===== config.mk =====
export PLATFORM = sky130hd
export DESIGN_NAME = instruction_sequencer
export DESIGN_NICKNAME = d
export VERILOG_FILES = /design/src/rtl/cpu_pkg.sv /design/src/rtl/instr_decoder.sv /design/src/rtl/instruction_sequencer.sv
export SDC_FILE = /design/constraint.sdc
export NUM_CORES = 1
export LEC_CHECK = 0
export CORE_MARGIN = 10
export CORE_UTILIZATION = 46
export DETAILED_ROUTE_END_ITERATION = 10
export PLACE_DENSITY = 0.83
export SLEW_MARGIN = 30
export SYNTH_ARGS = -nofsm -noshare
export SYNTH_HDL_FRONTEND = slang
export SYNTH_SLANG_ARGS = --single-unit

===== constraint.sdc =====
create_clock -name clk -period 2.1 [get_ports clk]
set_input_delay 0.42 -clock clk [delete_from_list [all_inputs] [get_ports clk]]
set_output_delay 0.42 -clock clk [all_outputs]
set_load 0.01 [all_outputs]

===== src/rtl/cpu_pkg.sv =====
// Shared definitions for the 8-bit core control path: opcodes, FSM states,
// instruction field positions and the decoded-instruction bundle.
package cpu_pkg;

  localparam int unsigned INSTR_W    = 8;
  localparam int unsigned REG_ADDR_W = 3;
  localparam int unsigned IMM_W      = 6;
  localparam int unsigned RETIRE_W   = 8;

  localparam int unsigned OPC_HI = 7;
  localparam int unsigned OPC_LO = 6;
  localparam int unsigned RD_HI  = 5;
  localparam int unsigned RD_LO  = 3;
  localparam int unsigned RS_HI  = 2;
  localparam int unsigned RS_LO  = 0;
  localparam int unsigned IMM_HI = 5;
  localparam int unsigned IMM_LO = 0;

  typedef enum logic [1:0] {
    OP_ADD  = 2'b00,
    OP_SLL  = 2'b01,
    OP_HALT = 2'b10,
    OP_JMP  = 2'b11
  } opcode_e;

  typedef enum logic [2:0] {
    ST_IDLE      = 3'd0,
    ST_FETCH     = 3'd1,
    ST_DECODE    = 3'd2,
    ST_EXECUTE   = 3'd3,
    ST_WRITEBACK = 3'd4,
    ST_HALT      = 3'd5
  } state_e;

  typedef struct packed {
    opcode_e               opcode;
    logic [REG_ADDR_W-1:0] rd;
    logic [REG_ADDR_W-1:0] rs;
    logic [REG_ADDR_W-1:0] shamt;
    logic [IMM_W-1:0]      imm;
    logic                  alu_op;
  } decode_t;

endpackage


===== src/rtl/instr_decoder.sv =====
// Pure field extraction from the instruction register.
module instr_decoder
  import cpu_pkg::*;
(
  input  logic [INSTR_W-1:0] ir,
  output decode_t            dec
);

  opcode_e opcode;

  assign opcode     = opcode_e'(ir[OPC_HI:OPC_LO]);
  assign dec.opcode = opcode;
  assign dec.rd     = ir[RD_HI:RD_LO];
  assign dec.rs     = ir[RS_HI:RS_LO];
  assign dec.shamt  = ir[RS_HI:RS_LO];
  assign dec.imm    = ir[IMM_HI:IMM_LO];
  assign dec.alu_op = (opcode == OP_SLL);

endmodule


===== src/rtl/instruction_sequencer.sv =====
// Multi-cycle fetch/decode/execute/writeback sequencer: owns PC and IR and
// strobes the register file / ALU controls.
module instruction_sequencer
  import cpu_pkg::*;
#(
  parameter int unsigned PC_WIDTH = 8,
  parameter int unsigned PROG_LEN = 8
) (
  input  logic                  clk,
  input  logic                  reset,
  input  logic                  start,
  input  logic [INSTR_W-1:0]    instruction_code,
  output logic [PC_WIDTH-1:0]   PC,
  output logic [REG_ADDR_W-1:0] rd_addr,
  output logic [REG_ADDR_W-1:0] rs_addr,
  output logic [REG_ADDR_W-1:0] shamt,
  output logic                  alu_op,
  output logic                  reg_write,
  output logic                  busy,
  output logic                  halted,
  output logic [RETIRE_W-1:0]   retired
);

  // One extra bit so PROG_LEN = 2^PC_WIDTH is representable.
  localparam logic [PC_WIDTH:0] PROG_END = (PC_WIDTH + 1)'(PROG_LEN);

  state_e                state_q, state_d;
  logic [PC_WIDTH-1:0]   pc_q, pc_d;
  logic [INSTR_W-1:0]    ir_q, ir_d;
  logic [RETIRE_W-1:0]   retired_q, retired_d;
  logic                  busy_d, halted_d, reg_write_d, alu_op_d;
  logic                  pc_out_of_range;
  logic [PC_WIDTH-1:0]   jump_target;
  logic [RETIRE_W-1:0]   retired_inc;
  decode_t               dec;

  instr_decoder u_decoder (
    .ir  (ir_q),
    .dec (dec)
  );

  assign pc_out_of_range = ({1'b0, pc_q} >= PROG_END);
  // Sign-extended 6-bit offset relative to the following instruction.
  assign jump_target     = pc_q + PC_WIDTH'(1) + PC_WIDTH'($signed(dec.imm));
  assign retired_inc     = (retired_q == {RETIRE_W{1'b1}}) ? retired_q
                                                           : retired_q + RETIRE_W'(1);

  always_comb begin
    state_d   = state_q;
    pc_d      = pc_q;
    ir_d      = ir_q;
    retired_d = retired_q;
    case (state_q)
      ST_IDLE: begin
        if (start) begin
          pc_d    = '0;
          state_d = ST_FETCH;
        end
      end
      ST_FETCH: begin
        if (pc_out_of_range) begin
          state_d = ST_HALT;
        end else begin
          ir_d    = instruction_code;
          state_d = ST_DECODE;
        end
      end
      ST_DECODE: begin
        state_d = (dec.opcode == OP_HALT) ? ST_HALT : ST_EXECUTE;
      end
      ST_EXECUTE: begin
        if (dec.opcode == OP_JMP) begin
          pc_d      = jump_target;
          retired_d = retired_inc;
          state_d   = ST_FETCH;
        end else begin
          state_d = ST_WRITEBACK;
        end
      end
      ST_WRITEBACK: begin
        pc_d      = pc_q + PC_WIDTH'(1);
        retired_d = retired_inc;
        state_d   = ST_FETCH;
      end
      ST_HALT: begin
        if (start) begin
          pc_d      = '0;
          retired_d = '0;
          state_d   = ST_FETCH;
        end
      end
      default: state_d = ST_IDLE;
    endcase

    // Status outputs are registered from the next state so they align with it.
    busy_d      = state_d inside {ST_FETCH, ST_DECODE, ST_EXECUTE, ST_WRITEBACK};
    halted_d    = (state_d == ST_HALT);
    reg_write_d = (state_d == ST_WRITEBACK);
    alu_op_d    = (state_d inside {ST_EXECUTE, ST_WRITEBACK}) && dec.alu_op;
  end

  always_ff @(posedge clk) begin
    if (reset) begin
      state_q   <= ST_IDLE;
      pc_q      <= '0;
      ir_q      <= '0;
      retired_q <= '0;
      busy      <= 1'b0;
      halted    <= 1'b0;
      reg_write <= 1'b0;
      alu_op    <= 1'b0;
    end else begin
      state_q   <= state_d;
      pc_q      <= pc_d;
      ir_q      <= ir_d;
      retired_q <= retired_d;
      busy      <= busy_d;
      halted    <= halted_d;
      reg_write <= reg_write_d;
      alu_op    <= alu_op_d;
    end
  end

  assign PC      = pc_q;
  assign retired = retired_q;
  assign rd_addr = dec.rd;
  assign rs_addr = dec.rs;
  assign shamt   = dec.shamt;

endmodule


==> results of run 1 <==
## through the flow
stage | utilization (%) | cell area, um2 | hold slack, ns
finish | 69.8 | 2830 | 0.498
floorplan | - | 1960 | 0.457
CTS | 65.6 | 2660 | 0.501
detailed placement | 61.1 | 2480 | 0.487
global placement | 61.1 | 2480 | 0.474
global route | 69.8 | 2830 | 0.534
## state kept, by name, summed over array words and instances (netlist names)
register,cells
halted,1
alu_op,1
retired,8
ir_q,8
reg_write,1
PC,8
busy,1
state_q,3
## what timing repair did
action / 4_1_cts / 5_1_grt
pin swaps: 8 / 13
buffers inserted: 1 / 5
resized for setup: 12 / 27
endpoints found under the setup margin: 4 / 10
## cell families (layout without fill, tap and decap cells)
logic type               Yosys count  count (layout)  share of synthesized area [%]
AO/OA/AOI/OAI                     65              65                           21.3
multiplexers                       7               7                           3.60
buffers and inverters             28              87                           7.13
AND/OR/NAND/NOR                   90              90                           23.9
XOR/XNOR                           9               9                           4.76
adder cells (fa/ha/maj)           11              11                           7.46
flip-flops                        31              31                           31.9
## cell type report
cell class / instances / area (um2) / area share, %
Multi-Input combinational cell: 182 / 1370 / 48.3
Sequential cell: 31 / 633 / 22.4
Timing Repair Buffer: 67 / 604 / 21.3
Clock buffer: 6 / 82.6 / 2.92
Tap cell: 50 / 62.6 / 2.21
Inverter: 12 / 47.5 / 1.68
Clock inverter: 2 / 35.0 / 1.24
## power by group through the flow
stage                     logic, W  registers, W  clock network (W)
after floorplan            0.00122      0.000937                  0
after global placement     0.00188      0.000936                  0
after detailed placement   0.00193      0.000940                  0
after CTS                  0.00202      0.000949           0.000624
after global routing       0.00244       0.00101           0.000649
final                      0.00225      0.000985           0.000619
## cells in the mapped netlist, drive strengths merged, types with 2 or more instances
master | n | area share, %
a211oi | 4 | 1.5
a21o | 3 | 1.2
a21oi | 21 | 5.4
a221oi | 4 | 1.8
a31oi | 2 | 0.64
and2 | 3 | 0.96
and3 | 3 | 1.0
buf | 9 | 3.5
clkbuf | 7 | 1.3
dfxtp | 31 | 32
ha | 10 | 6.4
inv | 12 | 2.3
mux2i | 7 | 3.6
nand2 | 18 | 3.5
nand2b | 5 | 1.6
nand3 | 5 | 1.3
nand4 | 3 | 0.96
nor2 | 28 | 5.4
nor2b | 2 | 0.64
nor3 | 8 | 2.1
nor4b | 2 | 0.90
o211ai | 2 | 0.77
o21ai | 15 | 3.9
o22ai | 2 | 0.64
o31ai | 2 | 0.77
or2 | 2 | 0.64
or3 | 5 | 1.6
or4 | 3 | 1.3
xnor2 | 5 | 2.2
xor2 | 3 | 1.3
## cells in the final DEF (no fill, tap or decap), types with 4 or more instances in the layout
master and instances:
a21oi_1 18, buf_4 27, clkbuf_8 6, clkdlybuf4s50_1 39, dfxtp_1 27, ha_1 4
ha_4 6, inv_1 11, mux2i_1 7, nand2_1 18, nand2b_1 5, nor2_1 27
nor3_1 8, o21ai_0 8, o21ai_1 6, or3_1 5
## worst max-delay path, delay by kind of cell, from the launching register on
family,cells,cell delay [ns]
and+or+nand+nor,1,0.08
DFF,1,0.40
xor gates and xnor gates,1,0.10
adders and majority gates,2,0.52
AOI/OAI and AO/OA,3,0.71
buffers and inverters,2,0.18
## per-layer routing
layer / global-route usage (%) / routed length [um]
met1: 15.0 / 2210
met3: 5.64 / 401
met5: 0 / 0
met4: 8.23 / 172
met2: 24.0 / 3000
## worst paths after layout
kind,startpoint,endpoint,slack [ns],depth (start not counted)
min reg2reg,retired[5],retired[5],0.50,2
max,PC[0],PC[4],0.01,9
min,retired[5],retired[5],0.50,2
max reg2reg,PC[0],PC[4],0.01,9
==> impl_metrics.toml, run 1 <==
[sta]
finalSetupViolations = 0
fin_tns_setup_ns = 0
achievable-frequency_mhz = 479
worst_pin_slew_ns = 0.425
final.period_utilization_pct = 99.5
finalWorstPathRequiredPeriod_ns = 2.09
setup_ws_ns = 0.0102
clock-skew-final_ns = 0.00828
finalHoldViolations = 0
final_max_slew_viol_count = 0
rsz0062_at_grt = "yes"
timing.slew.headroom_pct = 71.5

[finish]
ratio_of_cells_with_drive_above_1_in_the_final_layout_pct = 23.3
num_antenna_cells = 0
n_fill_cell = 322
final_nets = 321
area_delta_synth_final_pct = 45.4
non_filler_instance_count_after_layout = 350

[grt]
number_of_antenna_violations_at_the_first_check_in_global_routing = 0
grt_pass1_wl_mm = 8.71
gr-total-overflow = 0
first_global_vias = 1918
grt_max_degree = 14
globalRouteTotalUtil_pct = 14.4

[power]
cell_area_power_density_nw_per_um2 = 1360
power.share.switching_pct = 40.9
sequentialPowerShare_pct = 25.5
post-layout-total-power_w = 0.00386
vdd_drop_max_uv = 889
power.switching_w = 0.00158
pwr-share-clk_pct = 16.0
combPwrFrac_pct = 58.4
power.static_leakage_nw = 1.08
power_report.internal_total_w = 0.00228

[floorplanning]
initial_utilization_pct = 48.0
std_cell_rows = 23
die-width_um = 85.1
design.die.area_um2 = 7230
die_h_um = 85.1
pin_count = 40
core_area_um2 = 4060

[logic_synthesis]
synth_flop_cell = "dfxtp_1"
synth.lib_cells_used.distinct = 49
yosys_register_bits = 31
postSynthAreaPerCell_um2 = 8.08
synth_edf_count = 0
syn-instance-count = 241
yosysSeqAreaShare_pct = 31.9
async_flop_share_pct = 0
yosysWarningCount = 0
synthesis.area_um2 = 1950
syn_nets = 263

[worst_setup_path]
criticalPathCategory = "flip-flop to flip-flop"
critical_path_capture_point_type = "flip-flop"
crit_slowest_cell = "dfxtp_4"
start_kind = "flip-flop"
crit_path_max_incr_delay_ns = 0.40
path_cells = "inv_4 > buf_6 > ha_4 > fa_2 > a21o_1 > a21oi_4 > xnor2_2 > a221oi_2 > nor3_1"
path_max_fanout = 6
worstPathArrival_ns = 2.26
critical_path_required_ns = 2.27

[place]
place_inst = 336
port-buffer-count = 39
final_weighted_congestion_of_routability_driven_global_placement = 0.974
hpwlAfterDp_mm = 3.93
place_ws_ns = -0.122

[clock_network]
number_of_cts_inserted_buffers = 5
cts_hold_buf = 0
cts_tree = "yes"
clock_net_sink_count = 31
clockRootBuffer = "clkbuf_8"
clock_path_buffers = 2
insertion_delay_ns = 0.29
cts_max_level = 2
path_clk_slew_ns = 0.07

[run_status]
outcome = "finished, final reports clean"

[routing]
drt-pass1-iter-count = 4
drt_first_iter_violations = 157
num_vias = 2030
route.detailed.drc = 0
drt-total-wl_mm = 5.78
viasPerCell = 5.80
detail-route-antenna-nets = 0
routedWlPerCell_um = 16.5

[job]
cap_violations = 0

[min_path]
hold_path.class = "flip-flop to flip-flop"
Power figures use the tool's default switching activity.
==> run 2, diff against run 1 <==
--- a/config.mk
+++ b/config.mk
@@ -5,8 +5,10 @@
 export SDC_FILE = /design/constraint.sdc
 export NUM_CORES = 1
 export LEC_CHECK = 0
+export CORE_ASPECT_RATIO = 0.8
 export CORE_MARGIN = 10
 export CORE_UTILIZATION = 46
+export CTS_CLUSTER_DIAMETER = 150
 export DETAILED_ROUTE_END_ITERATION = 10
 export PLACE_DENSITY = 0.83
 export SLEW_MARGIN = 30
==> run 2 against run 1 <==
Effect of this change:
- the flow now finishes with violations (negative setup slack)
- via count rose by 8.6%
- wire length increased by 17%
- final area grew 1.7%
- non-clock buffer count up 7
- highest routed layer unchanged
==> impl_metrics.toml, run 2 (synthesis results as in run 1) <==
[run_status]
outcome = "finished with violations"
failed_checks = "negative setup slack"

[floorplanning]
std_cell_rows = 21
die-width_um = 92.7
initial_utilization_pct = 47.2
die_h_um = 78.2
core_area_um2 = 4130
pin_count = 40
design.die.area_um2 = 7250

[worst_setup_path]
critical_path.top_delay_family = "adder cells"
regToRegSetupSlack_ns = -0.08
crit_slowest_cell = "dfxtp_4"
path_max_fanout = 5
cp_num_buf_inv = 2
path_cells = "inv_2 > buf_4 > ha_4 > fa_2 > a21o_1 > a21oi_4 > xnor2_2 > a221oi_2 > nor3_1"
crit_path_max_incr_delay_ns = 0.38
worstPathArrival_ns = 2.35
criticalPathCategory = "flip-flop to flip-flop"
critical_path_capture_point_type = "flip-flop"
start_kind = "flip-flop"
critical_path_required_ns = 2.27

[place]
final_weighted_congestion_of_routability_driven_global_placement = 0.884
place_ws_ns = -0.167
hpwlAfterDp_mm = 4.17
port-buffer-count = 39

[finish]
area_delta_synth_final_pct = 47.9
final_nets = 328
mostFrequentLayoutCell = "clkdlybuf4s50_1"
num_antenna_cells = 0
commonest_cells_after_routing_fill_and_taps_aside = "39 x clkdlybuf4s50_1, 35 x buf_4, 28 x dfxtp_1"
ratio_of_cells_with_drive_above_1_in_the_final_layout_pct = 25.5

[sta]
finalHoldViolations = 0
fin_tns_setup_ns = -0.0845
achievable-frequency_mhz = 458
setup_ws_ns = -0.0820
final_max_slew_viol_count = 0
final.period_utilization_pct = 104
timing.slew.headroom_pct = 67.7
rsz0062_at_grt = "yes"
finalSetupViolations = 3
finalWorstPathRequiredPeriod_ns = 2.18
worst_pin_slew_ns = 0.485
clock-skew-final_ns = 0.00671

[power]
cell_area_power_density_nw_per_um2 = 1360
vdd_drop_max_uv = 665
power.static_leakage_nw = 1.12

[routing]
drt-total-wl_mm = 6.78
detail-route-antenna-nets = 0
num_vias = 2204
drt-pass1-iter-count = 6
viasPerCell = 6.07
route.detailed.drc = 0
drt_first_iter_violations = 265
routedWlPerCell_um = 18.7

[clock_network]
cts_max_level = 2
cts_tree = "yes"
path_clk_slew_ns = 0.07
clock_net_sink_count = 31
clockRootBuffer = "clkbuf_8"
insertion_delay_ns = 0.29
clock_path_buffers = 2
number_of_cts_inserted_buffers = 5
cts_hold_buf = 0

[min_path]
hold_path.class = "flip-flop to flip-flop"

[grt]
globalRouteTotalUtil_pct = 16.1
number_of_antenna_violations_at_the_first_check_in_global_routing = 0
gr-total-overflow = 0
first_global_vias = 1990
grt_max_degree = 12
grt_pass1_wl_mm = 9.75

[job]
cap_violations = 0
[run 2: final timing paths]
path | startpoint | endpoint | depth (start not counted)
hold reg to reg | retired[5] | retired[5] | 2
setup / recovery | PC[0] | PC[4] | 9
hold / removal | retired[5] | retired[5] | 2
setup reg to reg | PC[0] | PC[4] | 9
[run 2: repair_timing]
| action | CTS | global route |
|---|---|---|
| setup buffers | 3 | 4 |
| endpoints found under the setup margin | 5 | 5 |
| pin swaps | 5 | 16 |
| gates resized for setup | 14 | 28 |
[run 2: cell type report]
cell class	count	area, um2
multi-input combinational	182	1390
timing repair buffer	74	653
clock inverter	1	5.00
sequential	31	629
inverter	12	45.0
clock buffer	6	82.6
tap	57	71.3
fill	299	1240
[run 2: through the flow]
step | hold WS [ns] | util (%) | total power [W] | cell area [um2] | std cells
3_3_place_gp | 0.478 | 61.4 | 0.00287 | 2530 | 349
5_1_grt | 0.531 | 69.8 | 0.00414 | 2880 | 363
4_1_cts | 0.495 | 65.6 | 0.00354 | 2710 | 359
3_5_place_dp | 0.486 | 61.4 | 0.00292 | 2530 | 349
2_1_floorplan | 0.457 | - | 0.00216 | 1960 | 241
6_report | 0.499 | 69.8 | 0.00391 | 2880 | 363
[run 2: worst register-to-register path, stage by stage (launching register included)]
cell	delay, ns
dfxtp_4	0.38
inv_2	0.06
buf_4	0.14
ha_4	0.17
fa_2	0.37
a21o_1	0.20
a21oi_4	0.23
xnor2_2	0.15
a221oi_2	0.09
nor3_1	0.27
[run 2: report_power, final]
group / switching, W / leakage [nW] / internal [W] / total (W)
registers: 0.000213 / 0.254 / 0.000753 / 0.000967
logic: 0.00126 / 0.817 / 0.00120 / 0.00247
clock network: 0.000216 / 0.0470 / 0.000256 / 0.000472
[run 2: per-layer routing]
| metal | vias to the layer above | track usage (%) | wire [um] |
|---|---|---|---|
| li1 | 995 | - | - |
| met1 | 1048 | 20.2 | 2780 |
| met2 | 130 | 25.3 | 3120 |
| met3 | 31 | 4.94 | 628 |
| met4 | 0 | 6.31 | 244 |
| met5 | - | 0 | 0 |
